--- src/rtl/bru_pkg.sv ---
// rtl/bru_pkg.sv - shared constants, state type and sizing helper for the branch resolve unit
package bru_pkg;

  localparam logic [2:0] F3_BEQ  = 3'b000;
  localparam logic [2:0] F3_BNE  = 3'b001;
  localparam logic [2:0] F3_BLT  = 3'b100;
  localparam logic [2:0] F3_BGE  = 3'b101;
  localparam logic [2:0] F3_BLTU = 3'b110;
  localparam logic [2:0] F3_BGEU = 3'b111;

  typedef enum logic [1:0] {
    IDLE     = 2'd0,
    REDIRECT = 2'd1,
    FLUSH    = 2'd2
  } bru_state_e;

  // Counter must be able to hold FLUSH_CYCLES itself.
  function automatic int flush_cnt_w(input int cycles);
    return $clog2(cycles + 1);
  endfunction

endpackage

--- src/rtl/bru_cond_select.sv ---
// rtl/bru_cond_select.sv - funct3 driven selection of the ALU comparison flag for conditional branches
module bru_cond_select
  import bru_pkg::*;
(
  input  logic [2:0] funct3,
  input  logic       equal,
  input  logic       not_equal,
  input  logic       lesser_than,
  input  logic       greater_or_equal,
  input  logic       unsigned_lesser,
  input  logic       unsigned_greater_equal,
  output logic       cond,
  output logic       illegal
);

  // Pick the flag for this condition code; the two unused encodings are flagged illegal.
  always_comb begin
    cond    = 1'b0;
    illegal = 1'b0;
    case (funct3)
      F3_BEQ:  cond = equal;
      F3_BNE:  cond = not_equal;
      F3_BLT:  cond = lesser_than;
      F3_BGE:  cond = greater_or_equal;
      F3_BLTU: cond = unsigned_lesser;
      F3_BGEU: cond = unsigned_greater_equal;
      default: illegal = 1'b1;
    endcase
  end

endmodule

--- src/rtl/branch_resolve_unit.sv ---
// rtl/branch_resolve_unit.sv - resolves branches/jumps, issues fetch redirect and timed flush (optional BRU_MISALIGN_CHECK_EN)
module branch_resolve_unit
  import bru_pkg::*;
#(
  parameter int XLEN         = 64,
  parameter int FLUSH_CYCLES = 2
) (
  input  logic            clk,
  input  logic            rst_n,
  input  logic            in_valid,
  output logic            in_ready,
  input  logic            is_branch,
  input  logic            is_jal,
  input  logic            is_jalr,
  input  logic [2:0]      funct3,
  input  logic [XLEN-1:0] pc,
  input  logic [XLEN-1:0] imm,
  input  logic [XLEN-1:0] alu_result,
  input  logic            equal,
  input  logic            not_equal,
  input  logic            lesser_than,
  input  logic            greater_or_equal,
  input  logic            unsigned_lesser,
  input  logic            unsigned_greater_equal,
  output logic            taken,
  output logic            redirect_valid,
  input  logic            redirect_ready,
  output logic [XLEN-1:0] redirect_pc,
  output logic            flush,
  output logic            illegal_branch,
  output logic            misalign_exc
);

  localparam int CNT_W = flush_cnt_w(FLUSH_CYCLES);
  localparam logic [XLEN-1:0] JALR_MASK = ~XLEN'(1);

  bru_state_e      state_q, state_d;
  logic [CNT_W-1:0] cnt_q, cnt_d;
  logic [XLEN-1:0] pc_q, pc_d;
  logic            taken_q, taken_d;
  logic            illegal_q, illegal_d;

  logic            accept;
  logic            cond;
  logic            cond_illegal;
  logic            taken_raw;
  logic            misaligned;
  logic            taken_ok;
  logic [XLEN-1:0] target;

  bru_cond_select u_cond (
    .funct3                 (funct3),
    .equal                  (equal),
    .not_equal              (not_equal),
    .lesser_than            (lesser_than),
    .greater_or_equal       (greater_or_equal),
    .unsigned_lesser        (unsigned_lesser),
    .unsigned_greater_equal (unsigned_greater_equal),
    .cond                   (cond),
    .illegal                (cond_illegal)
  );

  assign accept    = in_valid & in_ready;
  assign taken_raw = (is_branch & cond) | is_jal | is_jalr;
  // JALR clears bit 0 of the computed address; everything else is pc-relative with wraparound.
  assign target    = is_jalr ? (alu_result & JALR_MASK) : (pc + imm);

`ifdef BRU_MISALIGN_CHECK_EN
  assign misaligned = taken_raw & target[1];
`else
  assign misaligned = 1'b0;
`endif

  assign taken_ok = taken_raw & ~misaligned;

  assign in_ready       = (state_q == IDLE);
  assign redirect_valid = (state_q == REDIRECT);
  assign flush          = (state_q == FLUSH);
  assign redirect_pc    = pc_q;
  assign taken          = taken_q;
  assign illegal_branch = illegal_q;

  // State, flush counter, held target and result pulses.
  always_ff @(posedge clk or negedge rst_n) begin
    if (!rst_n) begin
      state_q   <= IDLE;
      cnt_q     <= '0;
      pc_q      <= '0;
      taken_q   <= 1'b0;
      illegal_q <= 1'b0;
    end else begin
      state_q   <= state_d;
      cnt_q     <= cnt_d;
      pc_q      <= pc_d;
      taken_q   <= taken_d;
      illegal_q <= illegal_d;
    end
  end

  // Next-state: accept in IDLE, hold the redirect until fetch takes it, then count down the flush.
  always_comb begin
    state_d   = state_q;
    cnt_d     = cnt_q;
    pc_d      = pc_q;
    taken_d   = 1'b0;
    illegal_d = 1'b0;
    case (state_q)
      IDLE: begin
        if (accept) begin
          taken_d   = taken_ok;
          illegal_d = is_branch & cond_illegal;
          if (taken_ok) begin
            state_d = REDIRECT;
            pc_d    = target;
          end
        end
      end
      REDIRECT: begin
        if (redirect_ready) begin
          state_d = FLUSH;
          cnt_d   = CNT_W'(FLUSH_CYCLES);
        end
      end
      FLUSH: begin
        if (cnt_q == CNT_W'(1)) begin
          state_d = IDLE;
        end else begin
          cnt_d = cnt_q - CNT_W'(1);
        end
      end
      default: state_d = IDLE;
    endcase
  end

`ifdef BRU_MISALIGN_CHECK_EN
  logic mis_q;

  // Misaligned taken target: report once, never redirect.
  always_ff @(posedge clk or negedge rst_n) begin
    if (!rst_n) begin
      mis_q <= 1'b0;
    end else begin
      mis_q <= accept & misaligned;
    end
  end

  assign misalign_exc = mis_q;
`else
  assign misalign_exc = 1'b0;
`endif

endmodule

--- config.mk ---
export PLATFORM = sky130hd
export DESIGN_NAME = branch_resolve_unit
export DESIGN_NICKNAME = d
export VERILOG_FILES = /design/src/rtl/bru_pkg.sv /design/src/rtl/bru_cond_select.sv /design/src/rtl/branch_resolve_unit.sv
export SDC_FILE = /design/constraint.sdc
export NUM_CORES = 1
export LEC_CHECK = 0
export CAP_MARGIN = 5
export CORE_MARGIN = 4
export CORE_UTILIZATION = 41
export CTS_CLUSTER_SIZE = 20
export DETAILED_ROUTE_END_ITERATION = 12
export HOLD_SLACK_MARGIN = 0.08
export PLACE_DENSITY_LB_ADDON = 0.3
export SLEW_MARGIN = 20
export SYNTH_ARGS = -nofsm -noshare
export SYNTH_HDL_FRONTEND = slang
export SYNTH_SLANG_ARGS = --single-unit
--- constraint.sdc ---
create_clock -name clk -period 1.4 [get_ports clk]
set_input_delay 0.14 -clock clk [delete_from_list [all_inputs] [get_ports clk]]
set_output_delay 0.14 -clock clk [all_outputs]
set_load 0.01 [all_outputs]
==> results.yml <==
pwr:
  combPwrFrac_pct: 63.8
  swShare_pct: 41.62
  clkPwrFrac_pct: 15.2
  p_int_mw: 9.738
  p_seq_share_pct: 21.0
  ir_worst_vdd_uv: 867.7
  leakage_nw: 7.087
  switchingPower_mw: 6.943
  powerDensity_mw_per_mm2: 1113
synth:
  syn_inst: 903
  ys_seq_area_share_pct: 25.14
  ys_ff_latch: 70
  netlist_top_cells_area: "dfrtp_1 (25%), ha_1 (11%), a21oi_1 (8.0%), nand2_1 (6.5%), o21ai_0 (5.0%)"
  yosys_warnings: 0
  synth_cell_types: 65
  syn_area_per_cell_sq_um: 7.716
  synthArstFlopShare_pct: 100.0
  synth-edff-count: 0
  synth_area_leader_cell: "dfrtp_1"
  syn_nets: 1176
  ys.flop_type: "dfrtp_1"
  synthesis.area_sq_mm: 0.006968
  yosys-top-cells-count: "nand2_1 (121), a21oi_1 (111), dfrtp_1 (70), o21ai_0 (69), ha_1 (64)"
  synth_most_common_cell: "nand2_1"
  netlist.area_leader.share_pct: 25.14
timing:
  rsz0062_at_grt: "yes"
  worst_pin_slew_ns: 0.5304
  fin_setup_tns_ns: -54.60
  setup_viol: 68
  timing.final.ws_setup_ns: -1.290
  period_share_pct: 192.2
  slew_violations: 0
  hold_ws_ns: 0.2021
  hold_viol_final: 0
  period_minus_slack_ns: 2.690
  fmax_mhz: 371.7
  max_slew_margin_pct: 64.27
  skew_ns: 0.01453
min_path:
  hold_class: "input pin to register"
floorplanning:
  row_count: 47
  core_sq_mm: 0.01664
  die_h_microns: 138.4
  start_util_pct: 41.87
  die_w_microns: 138.4
  die_area_sq_mm: 0.01914
  ios: 278
worst_setup_path:
  cp-start-kind: "input pin"
  arrival_ns: 2.90
  path_class: "input pin to register"
  required_ns: 1.61
  reg2reg_setup_slack_ns: -0.43
  crit_path_end_kind: "register"
  critPathMaxFanout: 3
cts:
  clk_latency_ns: 0.36
  clk_root_buffer_cell: "clkbuf_16"
  ctsHtreeMaxLevel: 3
  clock_sinks: 70
  clockBufferDepth: 2
  clkTransAtPathRegs_ns: 0.06
  cts_tree: "built"
  cts_buffers: 9
detailed_routing:
  wire_per_inst_microns: 25.13
  drtIter0Drc: 979
  vias: 10760
  route.met3.wl_mm: 4.115
  antenna_left: 0
  drt_first_pass_iters: 5
  vias_per_cell: 6.302
  wl_met1_mm: 14.50
  top_layer: "met4"
  wl_met2_mm: 20.68
  totalWireLength_mm: 42.89
  drc: 0
place:
  place_ws_ns: -1.837
  place_area_sq_mm: 0.01231
  place.port_buffers: 275
  hpwlAfterDp_mm: 23.21
  gp_congestion: 0.9095
run:
  cap_violations: 0
cells_and_area:
  final_area_sq_mm: 0.01499
  syn2layout_area_growth_pct: 115.1
  drive_gt1_share_pct: 45.96
  layout.nets: 1754
grt:
  gr-total-overflow: 0
  track_usage_pct: 37.11
  grt_max_degree: 59
  grt_antenna_before_repair: 1
  grt_first_pass_wirelength_mm: 57.53
  grt_pass1_vias: 10740
run_status:
  status: "finished with violations"
  violations: "negative setup slack"
-- worst max-delay path, stage by stage --
cell and delay [ns]:
clkdlybuf4s50_1 0.40, ha_1 0.34, a21o_1 0.21, a21o_1 0.17, a21oi_1 0.30, o2111ai_1 0.31, a2111o_1 0.49, nand3_2 0.13
o21ai_2 0.07, xnor2_1 0.22, a21oi_1 0.11
-- worst paths after layout --
check / from / to / depth (start not counted)
max: pc[48] / redirect_pc[59]$_DFFE_PN0P_ / 11
min in group asynchronous: rst_n / redirect_pc[35]$_DFFE_PN0P_ / 2
min: funct3[1] / illegal_branch$_DFF_PN0_ / 4
max reg2reg: state_q[0]$_DFFE_PN0P_ / redirect_pc[60]$_DFFE_PN0P_ / 8
min reg2reg: redirect_pc[37]$_DFFE_PN0P_ / redirect_pc[37]$_DFFE_PN0P_ / 2
max in group asynchronous: rst_n / redirect_pc[10]$_DFFE_PN0P_ / 3
-- stage by stage --
stage | util (%) | instances | power, mW
detailed placement | 73.99 | 1594 | 11.62
global route | 90.07 | 1707 | 17.27
floorplan | - | 903 | 7.159
CTS | 85.41 | 1681 | 15.35
finish | 90.07 | 1707 | 16.68
global placement | 73.99 | 1594 | 11.40
-- layer usage --
metal  vias to the layer above  global-route usage (%)
met1                      5065                   40.89
met4                         0                   19.81
met2                       917                   66.98
li1                       4448                       -
met3                       327                   7.493
met5                         -                       0
-- power groups by stage --
stage | Clock (mW) | Combinational, mW | Sequential, mW
global placement | 0 | 7.98 | 3.43
CTS | 2.51 | 9.43 | 3.42
floorplan | 0 | 3.31 | 3.85
global route | 2.62 | 11.1 | 3.59
detailed placement | 0 | 8.16 | 3.46
finish | 2.53 | 10.6 | 3.51
-- timing repair --
item,CTS,global route
endpoints found under the hold margin,56,0
gates cloned,6,0
setup endpoints to repair,102,95
setup buffers,68,37
resized for setup,540,153
hold buffers,1,0
pin swaps,173,149
-- cells in the final DEF, fill, tap and decap left out, types with 13 or more instances in the layout --
master and n:
a21o_1 36, dlygate4sd2_1 57, buf_4 268, a21oi_2 32
ha_4 38, o21ai_2 22, ha_1 23, buf_6 82
o21ai_1 45, nand3_1 15, buf_2 24, dfrtp_1 70
inv_1 23, o21bai_1 13, dlymetal6s2s_1 29, xnor2_1 14
xnor2_2 19, a21oi_4 20, clkdlybuf4s50_1 119, a21oi_1 60
xor2_1 17, nor2_1 45, nand4_1 13, clkdlybuf4s15_1 14
nand2_1 105
-- kinds of logic after synthesis --
group | after synthesis | synth area share [%]
muxes | 10 | 1.616
xor gates and xnor gates | 58 | 7.290
other | 1 | 0.05382
AOI/OAI and AO/OA | 345 | 31.53
DFF | 70 | 25.14
and+or+nand+nor | 276 | 18.23
buffers and inverters | 78 | 4.363
adders and majority gates | 65 | 11.78
-- cell type report --
cell class,count,area (sq um)
clock inverters,6,67.56
flip-flops and latches,70,1752
well taps,220,275.3
fillers,701,1653
inverters,26,102.6
clock buffers,10,239.0
diodes,1,2.502
repair buffers,619,5699
multi-input cells,755,6852
-- registers in the layout, summed over array words and instances (netlist names) --
signal / count
redirect_pc: 64
cnt_q: 2
state_q: 2
illegal_branch: 1
taken: 1
No activity file was read; power rests on OpenSTA's default activity.
